===== config.mk =====
export PLATFORM = sky130hd
export DESIGN_NAME = regfile_write_scoreboard
export DESIGN_NICKNAME = d
export VERILOG_FILES = /design/src/rtl/regfile_write_scoreboard.sv
export SDC_FILE = /design/constraint.sdc
export NUM_CORES = 1
export LEC_CHECK = 0
export CORE_MARGIN = 2
export CORE_UTILIZATION = 46
export DETAILED_ROUTE_END_ITERATION = 10
export PLACE_DENSITY = 0.74
export REMOVE_ABC_BUFFERS = 1
export SYNTH_ARGS = -nofsm -noshare
export SYNTH_HDL_FRONTEND = slang
export SYNTH_SLANG_ARGS = --single-unit
export TNS_END_PERCENT = 10

===== constraint.sdc =====
create_clock -name clk -period 6.23 [get_ports clk]
set_clock_uncertainty 0.1 [all_clocks]
set_input_delay 1.246 -clock clk [delete_from_list [all_inputs] [get_ports clk]]
set_output_delay 1.246 -clock clk [all_outputs]
set_load 0.05 [all_outputs]

===== src/rtl/regfile_write_scoreboard.sv =====
// rtl/regfile_write_scoreboard.sv - writeback enable decoder and busy-bit hazard scoreboard
module regfile_write_scoreboard #(
  parameter int ADDR_W   = 5,
  parameter int NUM_REGS = 2**ADDR_W,
  parameter int ZERO_REG = 31,
  parameter int BYPASS   = 1
) (
  input  logic                clk,
  input  logic                reset,
  input  logic                flush,
  input  logic                iss_valid,
  input  logic                iss_wr,
  input  logic [ADDR_W-1:0]   iss_rd,
  input  logic [ADDR_W-1:0]   iss_rs1,
  input  logic [ADDR_W-1:0]   iss_rs2,
  output logic                stall,
  input  logic                wb_valid,
  input  logic [ADDR_W-1:0]   wb_rd,
  output logic [NUM_REGS-1:0] WriteEnable,
  output logic [NUM_REGS-1:0] busy,
  output logic [ADDR_W:0]     busy_count,
  output logic                wb_err
);

  localparam int FullRegs = 2**ADDR_W;
  localparam logic [ADDR_W:0] ZeroIdx = (ADDR_W+1)'(ZERO_REG);
  localparam logic [ADDR_W:0] NumRegsIdx = (ADDR_W+1)'(NUM_REGS);

  // Padded to the full address space so any index is safe; out-of-range slots read as idle.
  logic [FullRegs-1:0] busyFull;
  logic [FullRegs-1:0] effBusy;
  logic [NUM_REGS-1:0] busyNext;
  logic [ADDR_W:0]     countNext;
  logic                issueFire;
  logic                wbInRange;
  logic                errNext;

  always_comb begin
    busyFull = '0;
    effBusy  = '0;
    for (int i = 0; i < NUM_REGS; i++) begin
      busyFull[i] = busy[i];
      effBusy[i]  = busy[i] && !((BYPASS != 0) && wb_valid && wb_rd == ADDR_W'(i));
    end
  end

  always_comb begin
    WriteEnable = '0;
    for (int i = 0; i < NUM_REGS; i++)
      WriteEnable[i] = wb_valid && wb_rd == ADDR_W'(i) && i != ZERO_REG;
  end

  assign stall = iss_valid && (effBusy[iss_rs1] || effBusy[iss_rs2] ||
                               (iss_wr && effBusy[iss_rd]));
  assign issueFire = iss_valid && !stall && !flush;

  // A new issue claiming a register outranks the retiring writeback to it.
  always_comb begin
    busyNext = '0;
    for (int r = 0; r < NUM_REGS; r++) begin
      if (r == ZERO_REG || flush)
        busyNext[r] = 1'b0;
      else if (issueFire && iss_wr && iss_rd == ADDR_W'(r))
        busyNext[r] = 1'b1;
      else if (wb_valid && wb_rd == ADDR_W'(r))
        busyNext[r] = 1'b0;
      else
        busyNext[r] = busy[r];
    end
  end

  always_comb begin
    countNext = '0;
    for (int r = 0; r < NUM_REGS; r++)
      countNext = countNext + (ADDR_W+1)'(busyNext[r]);
  end

  assign wbInRange = {1'b0, wb_rd} != ZeroIdx && {1'b0, wb_rd} < NumRegsIdx;
  assign errNext   = wb_valid && wbInRange && !busyFull[wb_rd] && !flush;

  always_ff @(posedge clk or negedge reset) begin
    if (!reset) begin
      busy       <= '0;
      busy_count <= '0;
      wb_err     <= 1'b0;
    end else begin
      busy       <= busyNext;
      busy_count <= countNext;
      if (errNext)
        wb_err <= 1'b1;
    end
  end

endmodule

==> flow_metrics.py <==
metrics = {
    "outcome": {
        "status": "finished, violations left",
        "violations": "negative setup slack",
    },
    "cells_and_area": {
        "layout_commonest_cell": "buf_4",
        "n_antenna_cell": 0,
        "stdcell_count": 844,
        "multi_input_area_mm2": 0.00306,
        "num-nets-final": 792,
        "final_layout_size_suffix_gt1_frac": 0.423,
        "seq_area_um2": 951,
        "final_cell_mix": "buf_4, clkdlybuf4s50_1, nor2_1",
        "fillers": 581,
        "area_delta_synth_final_pct": 69.3,
    },
    "grt": {
        "grtUsageTotal": 0.370,
        "grt_pass1_vias": 5223,
        "grt_pass1_wl_mm": 28.1,
        "grt_start_max_net_pins": 39,
        "antenna_found_initial": 0,
        "grt.overflow.total": 0,
    },
    "worst_setup_path": {
        "reg2reg_depth": 22,
        "crit_cells": 24,
        "worst-path-buf-inv": 5,
        "critPathMostFrequentCell": "fa_1",
        "worstPathRequired_ns": 6.36,
        "worstSetupPathType": "input pin to register",
        "worstSetupStartpointType": "input pin",
        "critPathMaxStageDelay_ns": 0.60,
        "cp.arrival_ns": 7.97,
        "worstSetupEndpointType": "register",
        "cp_slowest_cell": "fa_1",
        "path_delay_family": "adder cells",
        "worstPathCellList": "buf_8 > buf_6 > or4b_4 > o21ai_4 > buf_4 > o221ai_1 > a21oi_1 > nor4_4 > nor3_4 > nand2_4 > buf_6 > o32a_1 > fa_1 > fa_1 > fa_1 > fa_1 > fa_1 > fa_1 > inv_1 > fa_2 > fa_2 > a21o_1 > a21oi_2 > xnor2_1",
        "cp_max_fo": 6,
    },
    "power": {
        "power_frac_clock": 0.320,
        "p_per_area_mw_per_mm2": 101,
        "vdd_drop_max_mv": 0.0909,
        "swShare": 0.326,
        "finalPower_w": 0.000709,
        "p_comb_frac": 0.329,
        "intPower_w": 0.000477,
        "p_sw_w": 0.000231,
        "p_leak_nw": 3.20,
        "seqPwrFrac": 0.351,
    },
    "route": {
        "top_layer": "met4",
        "wl_met2_mm": 8.35,
        "vias_per_cell": 6.05,
        "routed_wl_mm": 18.0,
        "antenna_left": 0,
        "dr.pass1.iters": 5,
        "avgRoutedWirePerCell_um": 21.3,
        "vias": 5105,
        "drt_iter0_markers": 447,
        "drc": 0,
        "met1Wirelength_mm": 7.17,
        "dr_wl_met3_mm": 1.65,
    },
    "min_path": {
        "holdPathStages": 1,
        "hold_path.class": "register to register",
    },
    "timing": {
        "finalSetupViolCount": 6,
        "finalCriticalPeriod_ns": 7.85,
        "fmax_ghz": 0.127,
        "finalCritPeriodShare": 1.26,
        "rsz0062_at_grt": "true",
        "fin_ws_ns": -1.62,
        "relSlewSlack": 0.368,
        "worst_pin_slew_ns": 0.948,
        "hold_viol": 0,
        "slew_viol_final": 0,
    },
    "synth": {
        "synth_edf_count": 0,
        "ys_warn_count": 0,
        "synthXorXnorAreaFrac": 0.0106,
        "syn_inst": 451,
        "synth_fa_ha_area_frac": 0.132,
        "synth_compound_area_frac": 0.247,
        "synthFlopType": "dfrtp_1",
        "synth_top_family_by_area": "compound AO/OA/AOI/OAI gates",
        "synth_seq_cells": 38,
        "yosysUniqueCellTypes": 68,
        "synthMuxAreaShare": 0.118,
        "avgSynthCellArea_um2": 9.18,
        "ys_seq_area_frac": 0.230,
        "yosys.area_share.simple": 0.180,
        "async_reset_ff_frac": 1.00,
        "syn_area_mm2": 0.00414,
    },
    "placed_design": {
        "port_buffers": 95,
        "place_inst": 822,
        "place_hpwl_mm": 14.2,
        "gp_congestion": 0.977,
    },
    "clock_network": {
        "cts.htree.levels": 2,
        "clock_latency_ns": 0.30,
        "numCtsBuffers": 5,
        "cts_tree": "done",
        "clockRootBuffer": "clkbuf_8",
        "path_clk_slew_ns": 0.08,
        "clkSinkCount": 38,
        "cts_max_path_buffers": 2,
    },
    "die": {
        "dieArea_mm2": 0.00978,
        "ioPinCount": 98,
        "initial_core_util": 0.475,
        "die_width_um": 98.9,
        "rows": 34,
        "die_h_um": 98.9,
        "core_mm2": 0.00872,
    },
    "run": {
        "cap_violations": 0,
    },
}
==> cells in the mapped netlist, types with 3 or more instances <==
cell type	count	area, um2
fa_1	23	460
nand2_1	17	63.8
ha_1	7	87.6
buf_4	7	52.6
o21ai_0	29	145
o22ai_1	3	18.8
nand3_1	6	30.0
o221ai_1	6	52.6
o2111ai_1	6	52.6
nor3_1	4	20.0
nand2b_1	7	43.8
clkbuf_1	20	75.1
and3_1	5	31.3
or3_1	3	18.8
a21oi_1	7	35.0
nand4bb_1	3	33.8
mux4_2	14	315
o32a_1	6	60.1
xor2_1	3	26.3
nand3b_1	6	45.0
a31o_2	12	105
buf_6	4	45.0
o32ai_1	13	114
inv_1	32	120
buf_2	8	40.0
dfrtp_1	38	951
nand4_1	5	31.3
o21ai_2	3	26.3
nor2_1	64	240
nand4b_2	3	45.0
mux2i_1	15	150
nor4_1	3	18.8
a31oi_1	10	62.6
nor2b_1	7	43.8
o211ai_1	7	52.6
o21ai_1	5	25.0
==> layout make-up <==
type / instances / area share
timing repair buffer: 317 / 0.375
sequential: 38 / 0.136
inverter: 33 / 0.0177
multi-input combinational: 341 / 0.436
clock inverter: 1 / 0.00428
tap: 108 / 0.0193
clock buffer: 6 / 0.0118
==> sequential cells by signal (all words and copies together) (netlist names) <==
signal,count
busy_count,6
busy,31
wb_err,1
==> worst register-to-register path, stage by stage, from the launching register on <==
cell and delay, ns:
dfrtp_1 0.43, o21ai_1 0.15, mux4_2 0.53, a2111oi_4 0.36
o32ai_4 0.17, buf_4 0.18, and3_4 0.18, a31o_2 0.23
fa_1 0.53, inv_1 0.05, fa_1 0.47, inv_1 0.05
fa_1 0.49, inv_1 0.05, fa_1 0.48, fa_1 0.50
fa_1 0.50, inv_1 0.05, fa_2 0.36, fa_2 0.36
a21o_1 0.19, a21oi_2 0.17, xnor2_1 0.13
==> repair_timing <==
action	4_1_cts	5_1_grt
hold buffers	0	0
resized for setup	54	32
pin swaps	24	22
setup buffers	9	6
endpoints found under the setup margin	6	6
gates cloned	0	0
==> power by group through the flow <==
| stage | registers, W | clock network [W] | logic, W |
|---|---|---|---|
| 2_1_floorplan | 0.000259 | 0 | 0.0000757 |
| 3_3_place_gp | 0.000254 | 0 | 0.000208 |
| 3_5_place_dp | 0.000254 | 0 | 0.000211 |
| 4_1_cts | 0.000249 | 0.000228 | 0.000220 |
| 5_1_grt | 0.000249 | 0.000233 | 0.000246 |
| 6_report | 0.000249 | 0.000227 | 0.000233 |
==> path summary, 6_finish.rpt <==
kind,startpoint,endpoint,slack (ns)
setup / recovery,wb_rd[3],busy_count[4]$_DFF_PN0_,-1.62
hold / removal,wb_err$_DFFE_PN0P_,wb_err$_DFFE_PN0P_,0.39
setup reg to reg,busy[19]$_DFF_PN0_,busy_count[4]$_DFF_PN0_,-0.50
hold reg to reg,wb_err$_DFFE_PN0P_,wb_err$_DFFE_PN0P_,0.39
max in group asynchronous,reset,busy_count[3]$_DFF_PN0_,4.45
min in group asynchronous,reset,busy[22]$_DFF_PN0_,0.99
==> layer usage <==
layer  vias to the layer above  track usage
met1                      2462        0.508
li1                       2257            -
met3                        53       0.0589
met4                         0        0.141
met2                       333        0.590
met5                         -            0
==> kinds of logic (layout without fill, tap and decap cells) <==
family,after synthesis,after routing
xor gates and xnor gates,5,5
buffers and inverters,73,357
other,1,2
AOI/OAI and AO/OA,132,132
and+or+nand+nor,141,141
adders and majority gates,30,30
DFF,38,38
muxes,31,31
==> per-stage QoR <==
stage / hold WS (ns) / cell area, um2 / setup WS [ns] / TNS [ns] / util
4_1_cts: 0.388 / 6860 / -1.71 / -8.65 / 0.787
6_report: 0.388 / 7010 / -1.62 / -8.21 / 0.804
5_1_grt: 0.396 / 7010 / -1.80 / -9.27 / 0.804
3_3_place_gp: 0.358 / 6590 / -2.66 / -14.30 / 0.755
2_1_floorplan: 0.705 / 3930 / -2.09 / -10.66 / -
3_5_place_dp: 0.370 / 6590 / -2.79 / -14.88 / 0.755
Power figures use the tool's default switching activity.
